--- config.mk ---
export PLATFORM = sky130hd
export DESIGN_NAME = data_mem_arbiter
export DESIGN_NICKNAME = d
export VERILOG_FILES = /design/src/rtl/mem_arb_pkg.sv /design/src/rtl/mem_arb_rr_pick.sv /design/src/rtl/data_mem_arbiter.sv
export SDC_FILE = /design/constraint.sdc
export NUM_CORES = 1
export LEC_CHECK = 0
export CAP_MARGIN = 0
export CORE_AREA = 8 8 139 141
export CTS_CLUSTER_DIAMETER = 100
export CTS_CLUSTER_SIZE = 8
export DETAILED_ROUTE_END_ITERATION = 8
export DIE_AREA = 0 0 147 149
export GPL_ROUTABILITY_DRIVEN = 0
export PLACE_DENSITY = 0.71
export SETUP_SLACK_MARGIN = 0.4
export SLEW_MARGIN = 20
export SYNTH_ARGS = -nofsm -noshare
export SYNTH_HDL_FRONTEND = slang
export SYNTH_HIERARCHICAL = 1
export SYNTH_SLANG_ARGS = --single-unit
--- constraint.sdc ---
create_clock -name clk -period 1.7 [get_ports clk]
set_clock_uncertainty 0.05 [all_clocks]
set_input_delay 0.34 -clock clk [delete_from_list [all_inputs] [get_ports clk]]
set_output_delay 0.34 -clock clk [all_outputs]
set_load 0.05 [all_outputs]
--- src/rtl/mem_arb_pkg.sv ---
// Shared constants for the data memory arbiter: FSM encodings and port ids.
package mem_arb_pkg;

  // Arbiter FSM state encodings
  localparam logic [1:0] ST_IDLE  = 2'd0;
  localparam logic [1:0] ST_ISSUE = 2'd1;
  localparam logic [1:0] ST_WAIT  = 2'd2;

  // Requester port identifiers
  localparam logic PORT_CPU = 1'b0;
  localparam logic PORT_DBG = 1'b1;

endpackage

--- src/rtl/mem_arb_rr_pick.sv ---
// Two-way round-robin pick: a lone request wins; on a tie the port that was
// not granted last time wins.
module mem_arb_rr_pick
  import mem_arb_pkg::*;
(
  input  logic [1:0] req,
  input  logic       last_gnt,
  output logic       valid_c,
  output logic       winner_c
);

  // Winner selection from request levels and previous grant
  always_comb begin
    valid_c  = |req;
    winner_c = PORT_CPU;
    if (req == 2'b11) begin
      winner_c = ~last_gnt;
    end else if (req[1]) begin
      winner_c = PORT_DBG;
    end
  end

endmodule

--- src/rtl/data_mem_arbiter.sv ---
// Shares the single-ported data memory between the CPU load/store path
// (port 0) and the debug/loader port (port 1). One access in flight; read
// data returns a fixed MEM_LATENCY cycles after issue.
module data_mem_arbiter
  import mem_arb_pkg::*;
#(
  parameter int unsigned ADDR_WIDTH  = 32,
  parameter int unsigned DATA_WIDTH  = 32,
  parameter int unsigned MEM_LATENCY = 1   // must be >= 1
) (
  input  logic                  clk,
  input  logic                  rst,
  input  logic                  cpu_req,
  input  logic                  cpu_we,
  input  logic [ADDR_WIDTH-1:0] cpu_addr,
  input  logic [DATA_WIDTH-1:0] cpu_wdata,
  output logic                  cpu_gnt,
  output logic                  cpu_rvalid,
  output logic [DATA_WIDTH-1:0] cpu_rdata,
  input  logic                  dbg_req,
  input  logic                  dbg_we,
  input  logic [ADDR_WIDTH-1:0] dbg_addr,
  input  logic [DATA_WIDTH-1:0] dbg_wdata,
  output logic                  dbg_gnt,
  output logic                  dbg_rvalid,
  output logic [DATA_WIDTH-1:0] dbg_rdata,
  output logic                  mem_en,
  output logic                  mem_we,
  output logic [ADDR_WIDTH-1:0] mem_addr,
  output logic [DATA_WIDTH-1:0] mem_wdata,
  input  logic [DATA_WIDTH-1:0] mem_rdata,
  output logic                  busy
);

  localparam int unsigned CNT_WIDTH = $clog2(MEM_LATENCY + 1);

  logic [1:0]            state, state_d;
  logic [CNT_WIDTH-1:0]  cnt, cnt_d;
  logic                  last_gnt, last_gnt_d;
  logic                  winner, winner_d;
  logic                  win_we, win_we_d;

  logic                  cpu_gnt_d, dbg_gnt_d;
  logic                  cpu_rvalid_d, dbg_rvalid_d;
  logic [DATA_WIDTH-1:0] cpu_rdata_d, dbg_rdata_d;
  logic                  mem_en_d, mem_we_d;
  logic [ADDR_WIDTH-1:0] mem_addr_d;
  logic [DATA_WIDTH-1:0] mem_wdata_d;
  logic                  busy_d;

  logic                  pick_valid;
  logic                  pick_winner;

  mem_arb_rr_pick u_pick (
    .req      ({dbg_req, cpu_req}),
    .last_gnt (last_gnt),
    .valid_c  (pick_valid),
    .winner_c (pick_winner)
  );

  // Next-state and next-output logic; every output is registered below
  always_comb begin
    state_d      = state;
    cnt_d        = cnt;
    last_gnt_d   = last_gnt;
    winner_d     = winner;
    win_we_d     = win_we;
    cpu_gnt_d    = 1'b0;
    dbg_gnt_d    = 1'b0;
    cpu_rvalid_d = 1'b0;
    dbg_rvalid_d = 1'b0;
    cpu_rdata_d  = cpu_rdata;
    dbg_rdata_d  = dbg_rdata;
    mem_en_d     = 1'b0;
    mem_we_d     = 1'b0;
    mem_addr_d   = mem_addr;
    mem_wdata_d  = mem_wdata;

    case (state)
      ST_IDLE: begin
        if (pick_valid) begin
          winner_d   = pick_winner;
          last_gnt_d = pick_winner;
          mem_en_d   = 1'b1;
          state_d    = ST_ISSUE;
          if (pick_winner == PORT_DBG) begin
            win_we_d    = dbg_we;
            mem_we_d    = dbg_we;
            mem_addr_d  = dbg_addr;
            mem_wdata_d = dbg_wdata;
            dbg_gnt_d   = 1'b1;
          end else begin
            win_we_d    = cpu_we;
            mem_we_d    = cpu_we;
            mem_addr_d  = cpu_addr;
            mem_wdata_d = cpu_wdata;
            cpu_gnt_d   = 1'b1;
          end
        end
      end

      ST_ISSUE: begin
        if (win_we) begin
          state_d = ST_IDLE;
        end else begin
          state_d = ST_WAIT;
          cnt_d   = CNT_WIDTH'(1);
        end
      end

      ST_WAIT: begin
        if (cnt == CNT_WIDTH'(MEM_LATENCY)) begin
          state_d = ST_IDLE;
          cnt_d   = '0;
          if (winner == PORT_DBG) begin
            dbg_rvalid_d = 1'b1;
            dbg_rdata_d  = mem_rdata;
          end else begin
            cpu_rvalid_d = 1'b1;
            cpu_rdata_d  = mem_rdata;
          end
        end else begin
          cnt_d = cnt + CNT_WIDTH'(1);
        end
      end

      default: begin
        state_d = ST_IDLE;
        cnt_d   = '0;
      end
    endcase

    busy_d = (state_d != ST_IDLE);
  end

  // State, bookkeeping and output registers; reset abandons any access
  always_ff @(posedge clk or negedge rst) begin
    if (!rst) begin
      state      <= ST_IDLE;
      cnt        <= '0;
      last_gnt   <= PORT_DBG;
      winner     <= PORT_CPU;
      win_we     <= 1'b0;
      cpu_gnt    <= 1'b0;
      dbg_gnt    <= 1'b0;
      cpu_rvalid <= 1'b0;
      dbg_rvalid <= 1'b0;
      cpu_rdata  <= '0;
      dbg_rdata  <= '0;
      mem_en     <= 1'b0;
      mem_we     <= 1'b0;
      mem_addr   <= '0;
      mem_wdata  <= '0;
      busy       <= 1'b0;
    end else begin
      state      <= state_d;
      cnt        <= cnt_d;
      last_gnt   <= last_gnt_d;
      winner     <= winner_d;
      win_we     <= win_we_d;
      cpu_gnt    <= cpu_gnt_d;
      dbg_gnt    <= dbg_gnt_d;
      cpu_rvalid <= cpu_rvalid_d;
      dbg_rvalid <= dbg_rvalid_d;
      cpu_rdata  <= cpu_rdata_d;
      dbg_rdata  <= dbg_rdata_d;
      mem_en     <= mem_en_d;
      mem_we     <= mem_we_d;
      mem_addr   <= mem_addr_d;
      mem_wdata  <= mem_wdata_d;
      busy       <= busy_d;
    end
  end

endmodule

==> results of run 1 <==
==> kinds of logic after synthesis <==
family / Yosys count
and+or+nand+nor: 85
AOI/OAI and AO/OA: 73
muxes: 129
buffers and inverters: 34
adders and majority gates: 5
DFF: 141
==> sequential cells by signal (all words and copies together), names as in the netlist, 2 cells and up <==
| signal | cells |
|---|---|
| mem_addr | 32 |
| state | 2 |
| mem_wdata | 32 |
| cpu_rdata | 32 |
| dbg_rdata | 32 |
==> routing by layer <==
layer | track usage | share of wire
met5 | 0 | 0.00056
met1 | 0.203 | 0.39
met4 | 0.0627 | 0.021
met3 | 0.0777 | 0.086
met2 | 0.315 | 0.51
==> worst reg2reg max path: stages (launching register included) <==
cell	delay, ps
dfrtp_1	400
inv_2	90
ha_4	170
nand3_4	170
clkbuf_16	240
mux2_4	300
==> final timing paths <==
check | endpoint | slack [ps] | cells past startpoint | start
worst max-delay path | dbg_rdata[24]$_DFFE_PN0P_ | 170 | 5 | state[0]$_DFF_PN0_
worst min-delay path | cpu_rdata[14]$_DFFE_PN0P_ | 380 | 2 | rst
worst max register to register | dbg_rdata[24]$_DFFE_PN0P_ | 170 | 5 | state[0]$_DFF_PN0_
worst min register to register | last_gnt$_DFFE_PN1P_ | 440 | 2 | last_gnt$_DFFE_PN1P_
max in group asynchronous | dbg_rdata[22]$_DFFE_PN0P_ | 660 | 3 | rst
min in group clk | last_gnt$_DFFE_PN1P_ | 440 | 2 | last_gnt$_DFFE_PN1P_
==> per-stage QoR <==
| step | setup TNS (ps) | util |
|---|---|---|
| floorplan | 0 | - |
| global placement | -7680 | 0.528 |
| detailed placement | -10580 | 0.528 |
| CTS | 0 | 0.616 |
| global route | 0 | 0.652 |
| finish | 0 | 0.652 |
==> cells in the final DEF, fill, tap and decap left out, drive strengths merged <==
cell type,Yosys,layout
a21boi,1,1
o21ai,68,68
buf,22,226
nand2b,2,2
dfrtp,140,140
inv,6,12
nor2b,2,2
nand2,75,77
a21oi,2,2
nand3,1,1
ha,5,5
a32o,1,1
and3,1,1
dfstp,1,1
clkdlybuf4s50,0,162
bufinv,0,4
nor2,2,2
dlygate4sd3,0,1
dlygate4sd2,0,2
a41oi,1,1
clkinvlp,0,1
mux2,64,64
nand3b,1,1
mux2i,65,65
or2,1,1
clkinv,0,2
clkbuf,6,27
==> layout make-up <==
class / count / area (µm²)
inverter: 6 / 22.5
fill: 1219 / 5930
clock buffer: 19 / 443
clock inverter: 13 / 203
multi-input combinational: 294 / 2330
tap: 225 / 282
timing repair buffer: 399 / 4320
sequential: 141 / 3530
==> what timing repair did <==
| action | in CTS | in global routing |
|---|---|---|
| gates resized for setup | 156 | 37 |
| endpoints found under the hold margin | 37 | 0 |
| pin swaps | 4 | 2 |
| setup endpoints to repair | 272 | 272 |
| cloned | 3 | 12 |
| hold buffers | 1 | 0 |
| setup buffers | 25 | 38 |
==> where the power goes <==
part,leakage (nW),internal [W],switching (W)
registers,1.70,0.00503,0.00135
logic,3.16,0.00613,0.00878
clock network,0.313,0.00254,0.00152
total,5.16,0.0137,0.0116
==> qor.yml, run 1 <==
status:
  status: "finished clean"
timing:
  fmax_mhz: 653
  setup_violations: 0
  finalCritPeriodShare: 0.901
  min_period_ps: 1530
  setup_ws_ps: 169
  finalMaxSlewViolations: 0
  rsz0062_at_grt: "yes"
  relSlewSlack: 0.728
  finalHoldViolCount: 0
  holdWs_ps: 384
  worst_pin_slew_ps: 407
worst_setup_path:
  cpMaxStageDelayCell: "dfrtp_1"
  cp_max_fo: 8
  crit_buf_inv: 2
  cp.arrival_ps: 1780
  path_class: "reg2reg"
  cpPeakStageDelay_ps: 400
  cp_cell_sequence: "inv_2 > ha_4 > nand3_4 > clkbuf_16 > mux2_4"
  endpoint_kind: "flip-flop"
  crit_family: "flip-flops"
  start_kind: "flip-flop"
  worstPathRequired_ps: 1940
logic_synthesis:
  yosysTopAreaCell: "dfrtp_1"
  synth_fa_ha_area_frac: 0.0106
  synth-seq-cells: 141
  async_flop_share: 1.00
  synth_area_leaders: "dfrtp_1, mux2_2, mux2i_1"
  synth_warnings: 6
  synth_seq_area_share: 0.599
  syn_nets: 638
  yosys-mux-area-fraction: 0.233
  synth-compound-area-share: 0.0639
  synthXorXnorAreaFrac: 0
  syn_inst: 467
  yosysMostFrequentCell: "dfrtp_1"
  synth_top_area_frac: 0.595
  syn_avg_cell_area_um2: 12.6
  netlist_area_um2: 5890
  synth_edf_count: 0
  synth_ff_type: "dfrtp_1"
  synthSimpleGateAreaFrac: 0.0590
  synth_top_family_by_area: "multiplexers"
  synth_common_cells: "dfrtp_1, nand2_1, o21ai_0"
  ys_types: 23
routing:
  first_pass_iters: 4
  drt_drc_violations_left: 0
  vias_per_cell: 4.78
  dr_total_vias: 5249
  drtIter0Drc: 188
  wl_mm: 23.1
  ant_nets: 0
  wire_per_inst_um: 21.0
placement:
  numPortBuffers: 300
  place_hpwl_mm: 14.6
  placed_area_um2: 9010
  place_ws_ps: -240
  dp_cells: 986
finish:
  nNetsFinal: 1030
  final_cell_count_no_fill: 1097
  area.growth.synth_to_final_pct: 88.8
  drive_gt1_frac: 0.405
  n_antenna_cell: 0
  final_area_um2: 11100
pwr:
  p_per_area_nw_per_um2: 2280
  power_w: 0.0253
  p_leak_nw: 5.16
  irDropWorstVdd_mv: 1.46
grt:
  gr-total-overflow: 0
  grt_max_degree: 62
  grt.total_usage: 0.184
  antenna_found_initial: 1
  grt_pass1_wl_mm: 31.3
  grt_pass1_vias: 5622
floorplan:
  num_rows: 48
  die_y_um: 149
  die_x_um: 147
  io_pins: 301
  die_area_um2: 21900
  initial_core_util: 0.345
  core_um2: 17100
clocking:
  cts_tree: "done"
  worstSkewPairLatency_ps: 410
  cts_max_level: 4
  clkTransAtPathRegs_ps: 70
  clock_path_buffers: 2
  cts_root_buf: "clkbuf_16"
  clkSinkCount: 141
  cts-buffers-inserted: 17
run:
  maxCapViolCount: 0
worst_hold_path:
  hold_class: "in2async"
(Power assumes the default switching activity.)
==> inputs of run 2 (changes only) <==
Settings changed: CORE_AREA 8 8 139 141 to 8 8 119 165, DIE_AREA 0 0 147 149 to 0 0 127 173.
==> run 2 against run 1 <==
Combinational power is 7% higher. Register-to-register slack hardly changed. Sequential share of layout area is 1.5 points lower. Power is 3.5% higher. Critical path type unchanged. Highest routed layer is now met4.
==> qor.yml, run 2 (synthesis gave the netlist of run 1 again) <==
routing:
  ant_nets: 0  # unchanged
  vias_per_cell: 4.85  # +1.4%
  drt_drc_violations_left: 0  # unchanged
  dr_total_vias: 5316  # +1.3%
  wire_per_inst_um: 20.3  # -3.4%
  drtIter0Drc: 218  # +16%
  wl_mm: 22.3  # -3.5%
  first_pass_iters: 4  # unchanged
worst_setup_path:
  cp.arrival_ps: 1780  # about the same
  cp_num_cells: 8  # +3
  endpoint_kind: "flip-flop"
  crit_buf_inv: 4  # +2
  cp_max_fo: 9  # +1
  crit_family: "buffers and inverters"
  cpMaxStageDelayCell: "dfrtp_2"
  r2r_cells: 8  # +3
  cp_cell_sequence: "inv_4 > buf_6 > ha_4 > nand2_8 > buf_12 > clkbuf_16 > nand2_1 > o21ai_1"
  start_kind: "flip-flop"
  worstPathRequired_ps: 1950  # about the same
  cpPeakStageDelay_ps: 450  # +50 ps
  path_class: "reg2reg"
floorplan:
  initial_core_util: 0.344  # -0.00121
  die_y_um: 173  # +16%
  core_um2: 17100  # +0.35%
  io_pins: 301  # unchanged
  die_area_um2: 22000  # +0.31%
  num_rows: 57  # +19%
  die_x_um: 127  # -14%
timing:
  holdWs_ps: 403  # +19.3 ps
  finalHoldViolCount: 0  # unchanged
  relSlewSlack: 0.695  # -0.0332
  min_period_ps: 1530  # +2.79 ps
  rsz0062_at_grt: "yes"
  fmax_mhz: 652  # -0.18%
  worst_pin_slew_ps: 457  # +49.9 ps
  setup_violations: 0  # unchanged
  finalMaxSlewViolations: 0  # unchanged
  finalCritPeriodShare: 0.902  # +0.00164
finish:
  fill_cells: 1105  # -9.4%
  nNetsFinal: 1049  # +1.8%
  fin_util: 0.682  # +0.0300
  n_antenna_cell: 0  # unchanged
  layout_common_cells: "clkdlybuf4s50_1, buf_6, dfrtp_1"
  drive_gt1_frac: 0.467  # +0.0626
  area.growth.synth_to_final_pct: 98.2
  layout_commonest_cell: "clkdlybuf4s50_1"
clocking:
  cts_tree: "done"
  cts_max_level: 4  # unchanged
  worstSkewPairLatency_ps: 410  # about the same
  clkSinkCount: 141  # unchanged
  cts_root_buf: "clkbuf_16"
  cts-buffers-inserted: 17  # unchanged
  clock_path_buffers: 2  # unchanged
  clkTransAtPathRegs_ps: 60  # about the same
grt:
  antenna_found_initial: 0  # -1
  grt.total_usage: 0.191  # +0.00700
  grt_pass1_vias: 5945  # +5.7%
  gr-total-overflow: 0  # unchanged
  grt_pass1_wl_mm: 32.7  # +4.3%
  grt_max_degree: 44  # -29%
pwr:
  p_per_area_nw_per_um2: 2250  # -1.4%
  p_leak_nw: 5.33  # +3.3%
  irDropWorstVdd_mv: 1.20  # -18%
worst_hold_path:
  hold_class: "in2async"
status:
  status: "finished clean"
placement:
  numPortBuffers: 300  # unchanged
  place_hpwl_mm: 15.0  # +2.6%
run:
  maxCapViolCount: 0  # unchanged
[run 2: cell count changes in the layout (fill, tap and decap cells not counted), moves of 6 or more]
cell	delta
o21ai_0	-43
o21ai_1	+37
buf_12	+19
nand2_1	-15
mux2i_1	-14
nand2_2	+14
mux2i_2	+10
o21ai_2	+6
[run 2: layout make-up]
class / instances / area, µm² / area share
Timing Repair Buffer: 420 / 4770 / 0.409
Sequential cell: 141 / 3530 / 0.303
Multi-Input combinational cell: 292 / 2470 / 0.212
Clock buffer: 19 / 453 / 0.0388
Tap cell: 206 / 258 / 0.0221
Clock inverter: 12 / 161 / 0.0138
Inverter: 6 / 27.5 / 0.00236
[run 2: repair_timing]
action                     in CTS  in global routing
pin swaps                      10                 15
hold buffers                    1                  0
hold endpoints to repair       37                  0
gates resized for setup       207                 98
gates cloned                   10                  6
buffers inserted               37                 41
setup endpoints to repair     270                276
[run 2: metal layers]
layer	share of wire	vias to the layer above	global-route usage
met2	0.50	268	0.328
li1	-	2444	-
met5	0	-	0
met1	0.39	2572	0.206
met3	0.091	32	0.0794
met4	0.021	0	0.0687
[run 2: worst register-to-register path: stages, from the launching register on]
cell and delay [ps]:
dfrtp_2 450, inv_4 90, buf_6 100, ha_4 160, nand2_8 100, buf_12 180
clkbuf_16 170, nand2_1 70, o21ai_1 50
[run 2: path summary, 6_finish.rpt]
check,end,start,slack (ps)
max in group asynchronous,cpu_rdata[26]$_DFFE_PN0P_,rst,660
setup reg to reg,mem_wdata[13]$_DFFE_PN0P_,state[0]$_DFF_PN0_,170
min in group clk,mem_wdata[11]$_DFFE_PN0P_,mem_wdata[11]$_DFFE_PN0P_,450
hold reg to reg,mem_wdata[11]$_DFFE_PN0P_,mem_wdata[11]$_DFFE_PN0P_,450
setup / recovery,mem_wdata[13]$_DFFE_PN0P_,state[0]$_DFF_PN0_,170
hold / removal,dbg_rdata[16]$_DFFE_PN0P_,rst,400
[run 2: through the flow]
step / setup TNS, ps / setup WS (ps) / total power, W / instance area [µm²] / cells
finish: 0 / 166 / 0.0262 / 11700 / 1096
floorplan: 0 / 299 / 0.0138 / 5950 / 467
global route: 0 / 115 / 0.0274 / 11700 / 1096
CTS: 0 / 130 / 0.0248 / 11000 / 1049
global placement: -6970 / -168 / 0.0181 / 9110 / 970
detailed placement: -10110 / -218 / 0.0184 / 9110 / 970
[run 2: power breakdown]
| part | internal, W | switching [W] | total, W | leakage (nW) |
|---|---|---|---|---|
| clock | 0.00240 | 0.00144 | 0.00384 | 0.292 |
| combinational | 0.00703 | 0.00896 | 0.0160 | 3.35 |
| sequential | 0.00504 | 0.00138 | 0.00642 | 1.69 |
==> inputs of run 3 (changes only) <==
--- a/constraint.sdc
+++ b/constraint.sdc
@@ -3,3 +3,3 @@
 set_input_delay 0.34 -clock clk [delete_from_list [all_inputs] [get_ports clk]]
 set_output_delay 0.34 -clock clk [all_outputs]
-set_load 0.05 [all_outputs]
+set_load 0.01 [all_outputs]
==> run 3 against run 2 <==
Setup slack improved by 18 ps. Utilization decreased by 3.2 points. Fmax increased by 1.2%. Sequential cell count unchanged. Highest routed layer unchanged.
==> qor.yml, run 3 (synthesis gave the netlist of run 1 again) <==
worst_setup_path:
  cp_max_fo: 5  # -4
  cpPeakStageDelay_ps: 390  # -60 ps
  endpoint_kind: "flip-flop"
  crit_buf_inv: 3  # -1
  timing.rr.start: "state[0]$_DFF_PN0_"
  cpMaxStageDelayCell: "dfrtp_1"
  reg2reg_to: "cpu_rdata[15]$_DFFE_PN0P_"
  cp_cell_sequence: "inv_2 > ha_4 > nand3b_4 > buf_12 > clkbuf_16 > mux2_2"
  crit_family: "buffers and inverters"
  cp.arrival_ps: 1760  # -20 ps
  worstPathRequired_ps: 1940  # about the same
  r2r_cells: 6  # -2
  reg2reg_slack_ps: 180  # +20 ps
  start_kind: "flip-flop"
  path_class: "reg2reg"
  cp_num_cells: 6  # -2
clocking:
  cts_root_buf: "clkbuf_16"
  cts-buffers-inserted: 17  # unchanged
  clkTransAtPathRegs_ps: 60  # about the same
  clkSinkCount: 141  # unchanged
  worstSkewPairLatency_ps: 400  # about the same
  clock_path_buffers: 2  # unchanged
  cts_tree: "done"
  cts_max_level: 4  # unchanged
timing:
  rsz0062_at_grt: "yes"
  min_period_ps: 1520  # -17.9 ps
  fin_setup_tns_ps: 0  # unchanged
  setup_violations: 0  # unchanged
  worst_pin_slew_ps: 413  # -44.6 ps
  fmax_mhz: 660  # +1.2%
  relSlewSlack: 0.725  # +0.0298
  finalMaxSlewViolations: 0  # unchanged
  finalCritPeriodShare: 0.892  # -0.0105
  finalHoldViolCount: 0  # unchanged
routing:
  dr_total_vias: 5185  # -2.5%
  wire_per_inst_um: 20.3  # about the same
  drt_drc_violations_left: 0  # unchanged
  first_pass_iters: 4  # unchanged
  ant_nets: 0  # unchanged
  drtIter0Drc: 209  # -4.1%
  wl_mm: 22.2  # -0.49%
  vias_per_cell: 4.75  # -2.0%
floorplan:
  num_rows: 57  # unchanged
  die_x_um: 127  # unchanged
  io_pins: 301  # unchanged
  core_um2: 17100  # unchanged
  die_area_um2: 22000  # unchanged
  initial_core_util: 0.344  # unchanged
  die_y_um: 173  # unchanged
finish:
  fill_cells: 1267  # +15%
  area.growth.synth_to_final_pct: 88.9
  layout_common_cells: "clkdlybuf4s50_1, dfrtp_1, buf_6"
  fin_util: 0.650  # -0.0319
  drive_gt1_frac: 0.423  # -0.0448
  n_antenna_cell: 0  # unchanged
  final_cell_count_no_fill: 1091  # -0.46%
  layout_commonest_cell: "clkdlybuf4s50_1"
  nNetsFinal: 1044  # -0.48%
placement:
  dp_cells: 965  # -0.52%
  numPortBuffers: 300  # unchanged
  place_hpwl_mm: 15.8  # +5.0%
grt:
  grt_pass1_vias: 5683  # -4.4%
  grt.total_usage: 0.186  # -0.00482
  antenna_found_initial: 0  # unchanged
  grt_max_degree: 47  # +6.8%
  grt_pass1_wl_mm: 31.9  # -2.3%
  gr-total-overflow: 0  # unchanged
pwr:
  p_per_area_nw_per_um2: 1800  # -20%
  irDropWorstVdd_mv: 0.739  # -38%
  power_w: 0.0200  # -24%
  p_leak_nw: 5.22  # -2.1%
worst_hold_path:
  hold_class: "in2async"
run:
  maxCapViolCount: 0  # unchanged
status:
  status: "finished clean"
## run 3: cell types whose count changed in the layout (fill, tap and decap cells not counted), moves of 3 or more
cell / delta
buf_2: +43
o21ai_1: -40
buf_6: -38
mux2i_2: -12
o21ai_2: -3
o21ai_0: +43
mux2i_1: +16
buf_12: -13
mux2i_4: -4
clkbuf_16: +6
buf_16: -6
bufinv_16: +3
nand2_1: +14
nand2_2: -13
## run 3: cell type report
type / instances / area (µm²) / share of cell area
clock buffer: 18 / 429 / 0.0386
clock inverter: 13 / 236 / 0.0212
inverter: 6 / 27.5 / 0.00247
multi-input combinational: 293 / 2340 / 0.211
sequential: 141 / 3530 / 0.317
tap: 206 / 258 / 0.0232
timing repair buffer: 414 / 4310 / 0.387
## run 3: worst max-delay path by stage
stage                                     end  slack, ps          startpoint
floorplan            dbg_rdata[0]$_DFFE_PN0P_        310  state[0]$_DFF_PN0_
global placement     mem_addr[25]$_DFFE_PN0P_       -220             dbg_req
detailed placement   mem_addr[25]$_DFFE_PN0P_       -280             dbg_req
CTS                 cpu_rdata[15]$_DFFE_PN0P_        190  state[0]$_DFF_PN0_
global route         mem_wdata[0]$_DFFE_PN0P_        110  state[1]$_DFF_PN0_
finish              cpu_rdata[15]$_DFFE_PN0P_        180  state[0]$_DFF_PN0_
## run 3: where the power goes
| part | switching [W] | internal, W |
|---|---|---|
| combinational | 0.00397 | 0.00567 |
| sequential | 0.00114 | 0.00503 |
| clock | 0.00144 | 0.00276 |
| total | 0.00655 | 0.0135 |
## run 3: routing by layer
layer | wire length, µm | global-route usage | up-vias
li1 | - | - | 2434
met1 | 8570 | 0.205 | 2474
met2 | 11000 | 0.320 | 257
met3 | 2190 | 0.0837 | 20
met4 | 353 | 0.0428 | 0
met5 | 0 | 0 | -
## run 3: timing repair
action,CTS,global route
resized for setup,660,80
gates cloned,6,12
endpoints found under the hold margin,36,0
hold buffers,1,0
pin swaps,2,6
setup endpoints to repair,271,274
buffers inserted,43,33
## run 3: per-stage QoR
step	hold slack, ps	area, µm²	worst slack [ps]
finish	370	11100	184
global route	403	11100	113
CTS	371	10300	194
detailed placement	242	9310	-282
global placement	233	9310	-222
floorplan	-5.59	5950	311
